File: src/rtl/instr_issue_unit.sv
// Instruction issue unit: plays a loaded program buffer into the R-type datapath,
// inserting NOP bubbles when a word reads a register written by a recent issue.
module instr_issue_unit #(
    parameter int DEPTH    = 16,
    parameter int ADDR_W   = 4,
    parameter int HAZ_DIST = 1
) (
    input  logic              clk,
    input  logic              rst,
    input  logic              wr_en,
    input  logic [ADDR_W-1:0] wr_addr,
    input  logic [31:0]       wr_data,
    input  logic              start,
    input  logic [ADDR_W:0]   prog_len,
    input  logic              zf_in,
    output logic [31:0]       instruccion,
    output logic              valid,
    output logic              busy,
    output logic              done,
    output logic [7:0]        bubbles,
    output logic              zf_last
);

    typedef enum logic [1:0] {
        IDLE,
        ISSUE,
        DONE
    } state_t;

    localparam logic [ADDR_W:0]   DEPTH_L  = (ADDR_W+1)'(DEPTH);
    localparam logic [ADDR_W:0]   LEN_ONE  = (ADDR_W+1)'(1);
    localparam logic [ADDR_W-1:0] ADDR_ONE = ADDR_W'(1);

    state_t            state_q, state_d;
    logic [31:0]       mem [DEPTH];
    logic [ADDR_W-1:0] pc_q;
    logic [ADDR_W:0]   len_q;
    logic [ADDR_W:0]   len_clamp;
    logic [4:0]        hist_rd   [HAZ_DIST];
    logic              hist_live [HAZ_DIST];

    logic [31:0] cur_word;
    logic [4:0]  cur_rs, cur_rt, cur_rd;
    logic        hazard;
    logic        last_word;
    logic        start_any, start_play, do_issue, do_bubble, do_finish;

    assign cur_word  = mem[pc_q];
    assign cur_rs    = cur_word[25:21];
    assign cur_rt    = cur_word[20:16];
    assign cur_rd    = cur_word[15:11];
    assign len_clamp = (prog_len > DEPTH_L) ? DEPTH_L : prog_len;
    assign last_word = ({1'b0, pc_q} == (len_q - LEN_ONE));

    // Register 0 is hard-wired, so a writer of rd=0 never blocks a reader.
    always_comb begin
        hazard = 1'b0;
        for (int unsigned i = 0; i < HAZ_DIST; i++) begin
            if (hist_live[i] && (hist_rd[i] != '0) &&
                ((hist_rd[i] == cur_rs) || (hist_rd[i] == cur_rt))) begin
                hazard = 1'b1;
            end
        end
    end

    always_comb begin
        state_d    = state_q;
        start_any  = 1'b0;
        start_play = 1'b0;
        do_issue   = 1'b0;
        do_bubble  = 1'b0;
        do_finish  = 1'b0;
        case (state_q)
            IDLE: begin
                if (start) begin
                    start_any = 1'b1;
                    if (len_clamp != '0) begin
                        start_play = 1'b1;
                        state_d    = ISSUE;
                    end else begin
                        state_d = DONE;
                    end
                end
            end
            ISSUE: begin
                if (hazard) begin
                    do_bubble = 1'b1;
                end else begin
                    do_issue = 1'b1;
                    if (last_word) state_d = DONE;
                end
            end
            DONE: begin
                do_finish = 1'b1;
                state_d   = IDLE;
            end
            default: state_d = IDLE;
        endcase
    end

    // Program buffer survives reset; writes are only honoured while idle.
    always_ff @(posedge clk) begin
        if (wr_en && (state_q == IDLE)) mem[wr_addr] <= wr_data;
    end

    always_ff @(posedge clk or posedge rst) begin
        if (rst) begin
            state_q     <= IDLE;
            pc_q        <= '0;
            len_q       <= '0;
            instruccion <= '0;
            valid       <= 1'b0;
            busy        <= 1'b0;
            done        <= 1'b0;
            bubbles     <= '0;
            zf_last     <= 1'b0;
            for (int unsigned i = 0; i < HAZ_DIST; i++) begin
                hist_rd[i]   <= '0;
                hist_live[i] <= 1'b0;
            end
        end else begin
            state_q <= state_d;
            done    <= do_finish;
            if (valid) zf_last <= zf_in;

            if (state_q == IDLE) begin
                instruccion <= '0;
                valid       <= 1'b0;
            end

            if (start_any) bubbles <= '0;

            if (start_play) begin
                pc_q  <= '0;
                len_q <= len_clamp;
                busy  <= 1'b1;
                for (int unsigned i = 0; i < HAZ_DIST; i++) begin
                    hist_rd[i]   <= '0;
                    hist_live[i] <= 1'b0;
                end
            end

            if (do_issue || do_bubble) begin
                for (int unsigned i = 1; i < HAZ_DIST; i++) begin
                    hist_rd[i]   <= hist_rd[i-1];
                    hist_live[i] <= hist_live[i-1];
                end
            end

            if (do_issue) begin
                instruccion  <= cur_word;
                valid        <= 1'b1;
                hist_rd[0]   <= cur_rd;
                hist_live[0] <= 1'b1;
                if (!last_word) pc_q <= pc_q + ADDR_ONE;
            end

            if (do_bubble) begin
                instruccion  <= '0;
                valid        <= 1'b0;
                hist_rd[0]   <= '0;
                hist_live[0] <= 1'b0;
                if (bubbles != 8'hFF) bubbles <= bubbles + 8'd1;
            end

            if (do_finish) begin
                instruccion <= '0;
                valid       <= 1'b0;
                busy        <= 1'b0;
            end
        end
    end

endmodule

File: config.mk
export PLATFORM = sky130hd
export DESIGN_NAME = instr_issue_unit
export DESIGN_NICKNAME = d
export VERILOG_FILES = /design/src/rtl/instr_issue_unit.sv
export SDC_FILE = /design/constraint.sdc
export NUM_CORES = 1
export LEC_CHECK = 0
export ABC_AREA = 0
export CAP_MARGIN = 25
export CORE_MARGIN = 2
export CORE_UTILIZATION = 41
export CTS_CLUSTER_SIZE = 28
export DETAILED_ROUTE_END_ITERATION = 6
export HOLD_SLACK_MARGIN = 0.12
export PLACE_DENSITY_LB_ADDON = 0.12
export SYNTH_ARGS = -nofsm -noshare
export SYNTH_HDL_FRONTEND = slang
export SYNTH_SLANG_ARGS = --single-unit
File: constraint.sdc
create_clock -name clk -period 3.7 [get_ports clk]
set_input_delay 0.74 -clock clk [delete_from_list [all_inputs] [get_ports clk]]
set_output_delay 0.74 -clock clk [all_outputs]
set_load 0.03 [all_outputs]
# After elaboration in Yosys (flattened, before gate mapping)
# Memory sizes are Yosys's and may differ from the RTL's.
# Index checks and enable logic that the tools add are counted.
[word_totals] reg_bits=61 mem_bits_rw=512 inputBits=46 wordCells=77 n_memories=1
[memory_table] memory="mem" words=16 width=32 rd=1 rd_clocked_by_memory_dff=0 write_ports=1 line_no="35" rtl="logic [31:0] mem [DEPTH];"
[classes] addsub=3 order_cmp=1 n_eq_ne=9 mux=41 n_reduce_logical=11
[op_table] cell="two-way mux 32 bit" n=4
[op_table] cell="two-way mux 8 bit" n=3
[op_table] cell="two-way mux 1 bit" n=22
[op_table] cell="two-way mux 5 bit" n=4
[op_table] cell="two-way mux 4 bit" n=3
[op_table] cell="== test 5 bit" n=2
[op_table] cell="nonzero test 5 bit" n=2
[op_table] cell="adder 8 x 1 -> 8 bit (second input constant)" n=1
[op_table] cell="two-way mux 2 bit" n=4
[op_table] cell="inequality test 8 bit (second input constant)" n=1
[op_table] cell="inequality test 2 bit (second input constant)" n=3
[op_table] cell="== test 4 x 5 -> 1 bit" n=1
[op_table] cell="> comparator 5 bit (second input constant)" n=1
[op_table] cell="subtractor 5 x 1 -> 5 bit (second input constant)" n=1
[op_table] cell="adder 4 x 1 -> 4 bit (second input constant)" n=1
[op_table] cell="one-hot mux 2 bit (2 select lines)" n=1
[op_table] cell="nonzero test 4 bit" n=1
[op_table] cell="logical AND 1 bit" n=3
[op_table] cell="AND reduction 3 bit" n=1
[op_table] cell="nonzero test 3 bit" n=1
[op_table] cell="== test 2 x 1 -> 1 bit (second input constant)" n=1
[op_table] cell="== test 2 bit (second input constant)" n=1
[op_table] cell="zero test 2 bit" n=1
[op_table] cell="nonzero test 2 bit" n=1
[op_table] cell="logical OR 1 bit" n=1

# Logic depth before layout (Yosys ltp)
# Gate-level depths: netlist (run 1).
# An unclocked memory read counts as a cell.
[depth] ltp_word=10 mapped_depth=12

# Least setup slack after synthesis (run 1)
# Ideal clock, no wire load.
[synth_timing] path_kind="input to register" startpoint="input wr_addr[1]" endpoint="memory mem[0][0], enable pin" setup_ps=461 t_arrival_ps=3381 slack_ps=-142 path_stages=2 n_path_buf=0 cell_sequence="or3_1 nor3_1"
[synth_rtl] item="start, declared" line_no="11" rtl="input logic [ADDR_W-1:0] wr_addr,"
[synth_rtl] item="end, declared" line_no="35"
# No word-level cell before the write port.

# Final worst setup path (run 1)
[layout_timing] startpoint="register pc_q[0]" endpoint="register bubbles[2]"
[layout_between] elab_chain_len=8
[layout_lines] item="start, declared" line_no="36" rtl="logic [ADDR_W-1:0] pc_q;"
[layout_lines] item="start signal, assigned" line_no="155" rtl="if (!last_word) pc_q <= pc_q + ADDR_ONE;"
[layout_lines] item="memory (16 x 32 bit) (*)"
[layout_lines] item="== test 5 bit" line_no="60" rtl="((hist_rd[i] == cur_rs) || (hist_rd[i] == cur_rt))) begin"
[layout_lines] item="logical OR 1 bit (*)" line_no="60"
[layout_lines] item="logical AND 1 bit (*)" line_no="59" rtl="if (hist_live[i] && (hist_rd[i] != '0) &&"
[layout_lines] item="two-way mux 1 bit (*)" line_no="59"
[layout_lines] item="two-way mux 1 bit (*)" line_no="86" rtl="if (hazard) begin"
[layout_lines] item="two-way mux 1 bit (*)" line_no="73" rtl="case (state_q)"
[layout_lines] item="two-way mux 8 bit (*)" line_no="158" rtl="if (do_bubble) begin"
[layout_lines] item="end signal, assigned" line_no="163" rtl="if (bubbles != 8'hFF) bubbles <= bubbles + 8'd1;"
[layout_lines] item="end, declared" line_no="20" rtl="output logic [7:0] bubbles,"
# Mark *: on every way between the ends. The rest lies on a longest branch, timed or not.
# A chain may end at the register's enable or synchronous reset.

==> out/results.md, run 1 <==
| Parameter | Value | Unit |
| --- | --- | --- |
| Number of remaining DRC errors | 0 | - |
| Number of routed nets with antenna violations | 0 | - |
| Arrival time of data at the critical path endpoint | 4030 | ps |
| Die Y | 237 | um |
| Required arrival time at the worst endpoint | 4200 | ps |
| Final worst hold slack | 479 | ps |
| Sequential fraction of the synthesis area | 0.761 | - |
| Post-DP Area | 24500 | sq um |
| Cells along the critical path | buf_4, mux4_2, mux2_2, xor2_1, o32ai_1, and4_1, o211ai_1, or2_2, a31o_2 | - |
| Die footprint | 56000 | sq um |
| Crit. End Element | flop | - |
| Fmax achieved | 0.283 | GHz |
| Initial Util | 0.413 | - |
| Fin crit period | 3530 | ps |
| Ys async rst share | 0.106 | - |
| Signed area change from the synthesized netlist to the final layout | 18.8 | % |
| Setup Slack @ Placement | 167 | ps |
| Max-Slew Margin vs Limit | 0.325 | - |
| Deepest clock path buffer count | 3 | - |
| Root cell of the clock tree | sky130_fd_sc_hd__clkbuf_16 | - |
| Count of warnings emitted by yosys | 0 | - |
| Wire length of the first global-routing pass | 78300 | um |
| Worst setup margin | 172 | ps |
| Vias in the first global route | 11300 | - |
| Total nets after synthesis | 1136 | - |
| Post-synthesis average cell area | 20.4 | sq um |
| Filler cells | 4392 | - |
| Number of instances in the synthesized netlist | 1087 | - |
| Largest net degree at the start of global routing | 43 | - |
| Input/output buffers | 89 | - |
| Antenna Cells | 0 | - |
| Fin Setup TNS | 0 | ps |
| Final critical-path share of the clock period | 0.954 | - |
| Yosys reg bits | 573 | - |
| Crit path kind | flop to flop | - |
| Count of maximum capacitance violations | 0 | - |
| Placement Rows | 85 | - |
| Global placement routability congestion | 0.729 | - |
| Core ar. | 53700 | sq um |
| Peak supply drop | 359 | uV |
| Post-cts repair resize count | 0 | - |
| NumNets Final | 1283 | - |
| Post-Layout Cell Count | 1979 | - |
| Residual overflow from global routing | 0 | - |
| Number of flops mapped to enable cells by yosys | 512 | - |
| Hold-fix buffer count after cts | 0 | - |
| Number of clock buffers inserted by TritonCTS | 58 | - |
| Post-route design area | 26400 | sq um |
| Register clock-pin slew on the reported worst setup and hold paths | 60 | ps |
| Fraction of synthesized cell area taken by the top area cell type | 0.692 | - |
| Worst clock skew | 17.1 | ps |
| Total power of the final layout | 18.0 | mW |
| Share of layout cells above drive strength 1 | 0.235 | - |
| Number of DRC violations after detailed-routing iteration 0 | 924 | - |
| Slew Limit Fails | 0 | - |
| Part of the power in the clock network | 0.323 | - |
| Total area of multi-input combinational cells | 5150 | sq um |
| Cell types with the largest area share after synthesis | sky130_fd_sc_hd__edfxtp_1, sky130_fd_sc_hd__mux4_2, sky130_fd_sc_hd__dfrtp_1 | - |
| Status | complete, no violations | - |
| Net switching fraction of the power | 0.280 | - |
| Switching power | 5.03 | mW |
| Total Routed Length | 53300 | um |
| Slowest stage cell on the critical path | sky130_fd_sc_hd__dfrtp_4 | - |
| Post-synthesis cell type with the largest combined area | sky130_fd_sc_hd__edfxtp_1 | - |
| Number of search-and-repair iterations in the first detailed-routing pass | 4 | - |
| Average wire per standard cell | 26.9 | um |
| Via count | 11100 | - |
| Final Hold Viols | 0 | - |
| Clock latency at the later pin of the worst-skew pair | 610 | ps |
| Power density of the placed cells | 682 | nW/um^2 |
| Part of the total power dissipated in combinational logic | 0.248 | - |
| I/O Pins | 90 | - |
| Post-route core utilization | 0.491 | - |
| Die X | 237 | um |
| Final setup fails | 0 | - |
| Largest fanout of any net on the critical path | 10 | - |
| CP bufs+invs | 1 | - |
| Clock tree from TritonCTS | done | - |
| Actual transition at the worst max-transition pin | 1010 | ps |
| Placed Cells | 1870 | - |
| Largest stage delay on the critical path | 550 | ps |
| Antenna violations before repair | 2 | - |
| Mean number of vias per cell | 5.61 | - |
| Clock sink total | 573 | - |
| Setup repair after global routing missed its margin | no | - |
| Setup repair bufs after CTS | 0 | - |
| Internal Dissipation | 13.0 | mW |
| Sequential fraction of design power | 0.429 | - |
| H-tree lvl count | 2 | - |
| Classification of the worst-slack hold path | flop to flop | - |
| Total global routing track utilization | 0.194 | - |
| Seq. cell area | 16900 | sq um |
| Mapped Area | 22200 | sq um |
| Distinct cell type count after synthesis | 43 | - |
| Leakage power of the design | 8.76 | nW |
| Largest delay contributor family on the critical path | compound AO/OA/AOI/OAI gates | - |
| Most used DFF post-synth | sky130_fd_sc_hd__edfxtp_1 | - |
| Detail Placement HPWL | 28200 | um |
| Kind of start point of the critical path | flop | - |
## sequential cells by signal, indices dropped and copies added, names as in the netlist
register and count:
instruccion 32, bubbles 8, zf_last 1, pc_q 4, mem 512, busy 1
state_q 2, hist_rd 5, hist_live 1, done 1, valid 1, len_q 5
## Yosys cell counts, types with 4 or more instances
| cell type | n |
|---|---|
| sky130_fd_sc_hd__edfxtp_1 | 512 |
| sky130_fd_sc_hd__nand2_1 | 51 |
| sky130_fd_sc_hd__o21ai_0 | 15 |
| sky130_fd_sc_hd__a22o_1 | 23 |
| sky130_fd_sc_hd__buf_1 | 5 |
| sky130_fd_sc_hd__mux4_2 | 118 |
| sky130_fd_sc_hd__a21oi_1 | 12 |
| sky130_fd_sc_hd__a21o_1 | 10 |
| sky130_fd_sc_hd__dfrtp_1 | 61 |
| sky130_fd_sc_hd__nand3_1 | 9 |
| sky130_fd_sc_hd__o22ai_1 | 14 |
| sky130_fd_sc_hd__or3_1 | 4 |
| sky130_fd_sc_hd__nor3_1 | 7 |
| sky130_fd_sc_hd__mux2_2 | 15 |
| sky130_fd_sc_hd__and3_1 | 8 |
| sky130_fd_sc_hd__nor2_1 | 24 |
| sky130_fd_sc_hd__clkbuf_1 | 25 |
| sky130_fd_sc_hd__xnor2_1 | 6 |
| sky130_fd_sc_hd__mux2i_1 | 60 |
| sky130_fd_sc_hd__or2_2 | 4 |
| sky130_fd_sc_hd__buf_2 | 22 |
| sky130_fd_sc_hd__o221ai_1 | 24 |
| sky130_fd_sc_hd__nand2b_1 | 12 |
| sky130_fd_sc_hd__inv_1 | 7 |
| sky130_fd_sc_hd__xor2_1 | 10 |
## power groups by stage
stage	clock network (mW)	logic, mW	registers (mW)
floorplan	0	2.99	7.87
global placement	0	4.51	7.84
detailed placement	0	4.53	7.84
CTS	5.96	4.53	7.71
global route	6.21	4.80	7.74
finish	5.81	4.47	7.71
## worst reg2reg max path: stages, from the launching register on
cell	delay [ps]
sky130_fd_sc_hd__dfrtp_4	550
sky130_fd_sc_hd__buf_4	270
sky130_fd_sc_hd__mux4_2	520
sky130_fd_sc_hd__mux2_2	300
sky130_fd_sc_hd__xor2_1	140
sky130_fd_sc_hd__o32ai_1	410
sky130_fd_sc_hd__and4_1	310
sky130_fd_sc_hd__o211ai_1	220
sky130_fd_sc_hd__or2_2	440
sky130_fd_sc_hd__a31o_2	260
## cells by family (layout without fill, tap and decap cells)
| logic type | count (synthesis) | after routing | share of synthesized area |
|---|---|---|---|
| multiplexers | 193 | 193 | 0.154 |
| AND/OR/NAND/NOR | 129 | 129 | 0.0279 |
| XOR/XNOR | 16 | 16 | 0.00631 |
| flip-flops | 573 | 573 | 0.761 |
| buffers and inverters | 63 | 259 | 0.0124 |
| AO/OA/AOI/OAI | 110 | 110 | 0.0363 |
| adder cells (fa/ha/maj) | 3 | 3 | 0.00169 |
## area by class of cell
cell class / instances / share of cell area
sequential: 573 / 0.641
multi-input combinational: 451 / 0.195
inverter: 8 / 0.00119
clock inverter: 18 / 0.00603
timing repair buffer: 142 / 0.0569
clock buffer: 91 / 0.0663
tap: 696 / 0.0330
## metal layers
metal,routed length (um),track usage,share of wire
met2,24800,0.298,0.47
met5,27,0,0.00051
met3,2820,0.0356,0.053
met1,24500,0.286,0.46
met4,1150,0.0502,0.022
## cell usage in the layout, fill, tap and decap left out, types with 12 or more instances in the layout
master | Yosys | routed
sky130_fd_sc_hd__a21oi_1 | 12 | 12
sky130_fd_sc_hd__a22o_1 | 23 | 23
sky130_fd_sc_hd__buf_12 | 0 | 17
sky130_fd_sc_hd__buf_4 | 3 | 36
sky130_fd_sc_hd__clkbuf_1 | 25 | 19
sky130_fd_sc_hd__clkbuf_16 | 0 | 61
sky130_fd_sc_hd__clkdlybuf4s50_1 | 0 | 89
sky130_fd_sc_hd__dfrtp_1 | 61 | 58
sky130_fd_sc_hd__edfxtp_1 | 512 | 512
sky130_fd_sc_hd__mux2_2 | 15 | 15
sky130_fd_sc_hd__mux2i_1 | 60 | 60
sky130_fd_sc_hd__mux4_2 | 118 | 118
sky130_fd_sc_hd__nand2_1 | 51 | 51
sky130_fd_sc_hd__nand2b_1 | 12 | 12
sky130_fd_sc_hd__nor2_4 | 0 | 12
sky130_fd_sc_hd__o21ai_0 | 15 | 15
sky130_fd_sc_hd__o221ai_1 | 24 | 24
sky130_fd_sc_hd__o22ai_1 | 14 | 14
## worst paths after layout
path | from | to | slack, ps | cells past startpoint
worst max-delay path | pc_q[0] | bubbles[2] | 170 | 9
min in group asynchronous | rst | instruccion[29] | 530 | 2
worst max register to register | pc_q[0] | bubbles[2] | 170 | 9
worst min-delay path | instruccion[15] | instruccion[15] | 480 | 1
max in group asynchronous | rst | instruccion[5] | 2370 | 3
worst min register to register | instruccion[15] | instruccion[15] | 480 | 1
(Power assumes the default switching activity.)
==> run 2: changes to the inputs <==
--- a/config.mk
+++ b/config.mk
@@ -9,10 +9,11 @@
 export CAP_MARGIN = 25
 export CORE_MARGIN = 2
 export CORE_UTILIZATION = 41
-export CTS_CLUSTER_SIZE = 28
+export CTS_CLUSTER_SIZE = 12
 export DETAILED_ROUTE_END_ITERATION = 6
 export HOLD_SLACK_MARGIN = 0.12
 export PLACE_DENSITY_LB_ADDON = 0.12
+export SKIP_LAST_GASP = 1
 export SYNTH_ARGS = -nofsm -noshare
 export SYNTH_HDL_FRONTEND = slang
 export SYNTH_SLANG_ARGS = --single-unit
==> run 2 against run 1 <==
  * Sequential power hardly changed
  * Sequential share of layout area about the same
  * Register-to-register slack about the same
  * Sequential cell count stayed put
  * Fmax decreased by 0.35%
  * Largest cell class unchanged
  * Critical path depth is the same
==> out/results.md, run 2 (synthesized netlist as in run 1, its figures left out) <==
| Parameter | Value | Unit |
| --- | --- | --- |
| Part of the power in the clock network | 0.323 | - |
| Die Y | 237 | um |
| Number of routed nets with antenna violations | 0 | - |
| Hold-fix buffer count after cts | 0 | - |
| Commonest cells after routing, fill and taps aside | sky130_fd_sc_hd__edfxtp_1, sky130_fd_sc_hd__mux4_2, sky130_fd_sc_hd__clkdlybuf4s50_1 | - |
| Clock latency at the later pin of the worst-skew pair | 620 | ps |
| Switching power | 5.01 | mW |
| Signed area change from the synthesized netlist to the final layout | 18.7 | % |
| Fin crit period | 3540 | ps |
| Largest net degree at the start of global routing | 43 | - |
| Largest delay contributor family on the critical path | compound AO/OA/AOI/OAI gates | - |
| Post-route core utilization | 0.491 | - |
| Core ar. | 53700 | sq um |
| Final Hold Viols | 0 | - |
| Required arrival time at the worst endpoint | 4200 | ps |
| Part of the total power dissipated in combinational logic | 0.248 | - |
| Average wire per standard cell | 27.0 | um |
| Final setup fails | 0 | - |
| Count of maximum capacitance violations | 0 | - |
| Residual overflow from global routing | 0 | - |
| Register with the highest flop count | mem | - |
| Global placement routability congestion | 0.729 | - |
| Clock tree from TritonCTS | done | - |
| Detail Placement HPWL | 28200 | um |
| Crit path kind | flop to flop | - |
| Input/output buffers | 89 | - |
| Number of DRC violations after detailed-routing iteration 0 | 887 | - |
| Power density of the placed cells | 682 | nW/um^2 |
| Post-cts repair resize count | 0 | - |
| Die X | 237 | um |
| Number of search-and-repair iterations in the first detailed-routing pass | 5 | - |
| Root cell of the clock tree | sky130_fd_sc_hd__clkbuf_16 | - |
| Kind of start point of the critical path | flop | - |
| Setup Slack @ Placement | 167 | ps |
| Setup repair after global routing missed its margin | no | - |
| Max FFs per register | 512 | - |
| NumNets Final | 1284 | - |
| Classification of the worst-slack hold path | flop to flop | - |
| Clock sink total | 573 | - |
| Status | complete, no violations | - |
| Largest fanout of any net on the critical path | 10 | - |
| Most frequent standard cell in the layout excluding fill and tap cells | sky130_fd_sc_hd__edfxtp_1 | - |
| Number of clock buffers inserted by TritonCTS | 59 | - |
| Final critical-path share of the clock period | 0.957 | - |
| Setup repair bufs after CTS | 0 | - |
| Final worst hold slack | 479 | ps |
| Total global routing track utilization | 0.194 | - |
| Top flop regs | mem: 512 flops, instruccion: 32 flops, bubbles: 8 flops | - |
| H-tree lvl count | 2 | - |
| Cells along the critical path | buf_4, mux4_2, mux2_2, xor2_1, o32ai_1, and4_1, o211ai_1, or2_2, a31o_2 | - |
| Peak supply drop | 421 | uV |
| Wire length of the first global-routing pass | 78300 | um |
| Mean number of vias per cell | 5.63 | - |
| CP bufs+invs | 1 | - |
| Deepest clock path buffer count | 3 | - |
| Max-Slew Margin vs Limit | 0.319 | - |
| Seq. cell area | 16900 | sq um |
| Fmax achieved | 0.282 | GHz |
| Share of layout cells above drive strength 1 | 0.232 | - |
| Via count | 11100 | - |
| Arrival time of data at the critical path endpoint | 4040 | ps |
| I/O Pins | 90 | - |
| Number of remaining DRC errors | 0 | - |
| Sequential fraction of design power | 0.429 | - |
| Initial Util | 0.413 | - |
| Worst setup margin | 159 | ps |
| Slew Limit Fails | 0 | - |
| Leakage power of the design | 8.74 | nW |
| Register clock-pin slew on the reported worst setup and hold paths | 60 | ps |
| Total area of multi-input combinational cells | 5150 | sq um |
| Antenna violations before repair | 2 | - |
| Vias in the first global route | 11300 | - |
| Slowest stage cell on the critical path | sky130_fd_sc_hd__dfrtp_4 | - |
| Fin Setup TNS | 0 | ps |
| Die footprint | 56000 | sq um |
| Placement Rows | 85 | - |
| Filler cells | 4404 | - |
| Crit. End Element | flop | - |
| Internal Dissipation | 13.0 | mW |
| Total Routed Length | 53400 | um |
| Largest stage delay on the critical path | 560 | ps |
| Worst clock skew | 20.7 | ps |
| Net switching fraction of the power | 0.279 | - |
| Actual transition at the worst max-transition pin | 1020 | ps |
## run 2: cell count changes in the layout (fill, tap and decap cells not counted), sizes merged
cell,previous run,this run
clkbuf,91,97
diode,0,1
clkinv,16,8
## run 2: final cells by class
class | instances | share of cell area
inverter | 8 | 0.00119
antenna | 1 | 0.0000949
sequential | 573 | 0.641
clock inverter | 10 | 0.00470
multi-input combinational | 451 | 0.195
tap | 696 | 0.0330
clock buffer | 97 | 0.0672
timing repair buffer | 142 | 0.0570
## run 2: final timing paths
kind | startpoint | to | slack, ps | depth (start not counted)
setup / recovery | pc_q[0] | bubbles[2] | 160 | 9
hold / removal | instruccion[15] | instruccion[15] | 480 | 1
setup reg to reg | pc_q[0] | bubbles[2] | 160 | 9
hold reg to reg | instruccion[15] | instruccion[15] | 480 | 1
max in group asynchronous | rst | instruccion[0] | 2380 | 3
min in group asynchronous | rst | instruccion[27] | 530 | 2
## run 2: power by group through the flow
stage	sequential [mW]	combinational (mW)	clock [mW]
2_1_floorplan	7.87	2.99	0
3_3_place_gp	7.84	4.51	0
3_5_place_dp	7.84	4.53	0
4_1_cts	7.71	4.54	5.94
5_1_grt	7.74	4.81	6.19
6_report	7.71	4.47	5.80
## run 2: layer usage
layer	routed length, um	vias up	track usage
met5	13	-	0
met4	1190	2	0.0568
met3	2620	74	0.0301
met2	24700	280	0.298
met1	24800	5990	0.287
li1	-	4783	-
## run 2: per-stage QoR
stage | total power, mW | cell area [sq um] | instances
4_1_cts | 18.2 | 26400 | 1977
6_report | 18.0 | 26400 | 1978
3_3_place_gp | 12.3 | 24500 | 1870
3_5_place_dp | 12.4 | 24500 | 1870
2_1_floorplan | 10.9 | 22200 | 1087
5_1_grt | 18.7 | 26400 | 1977
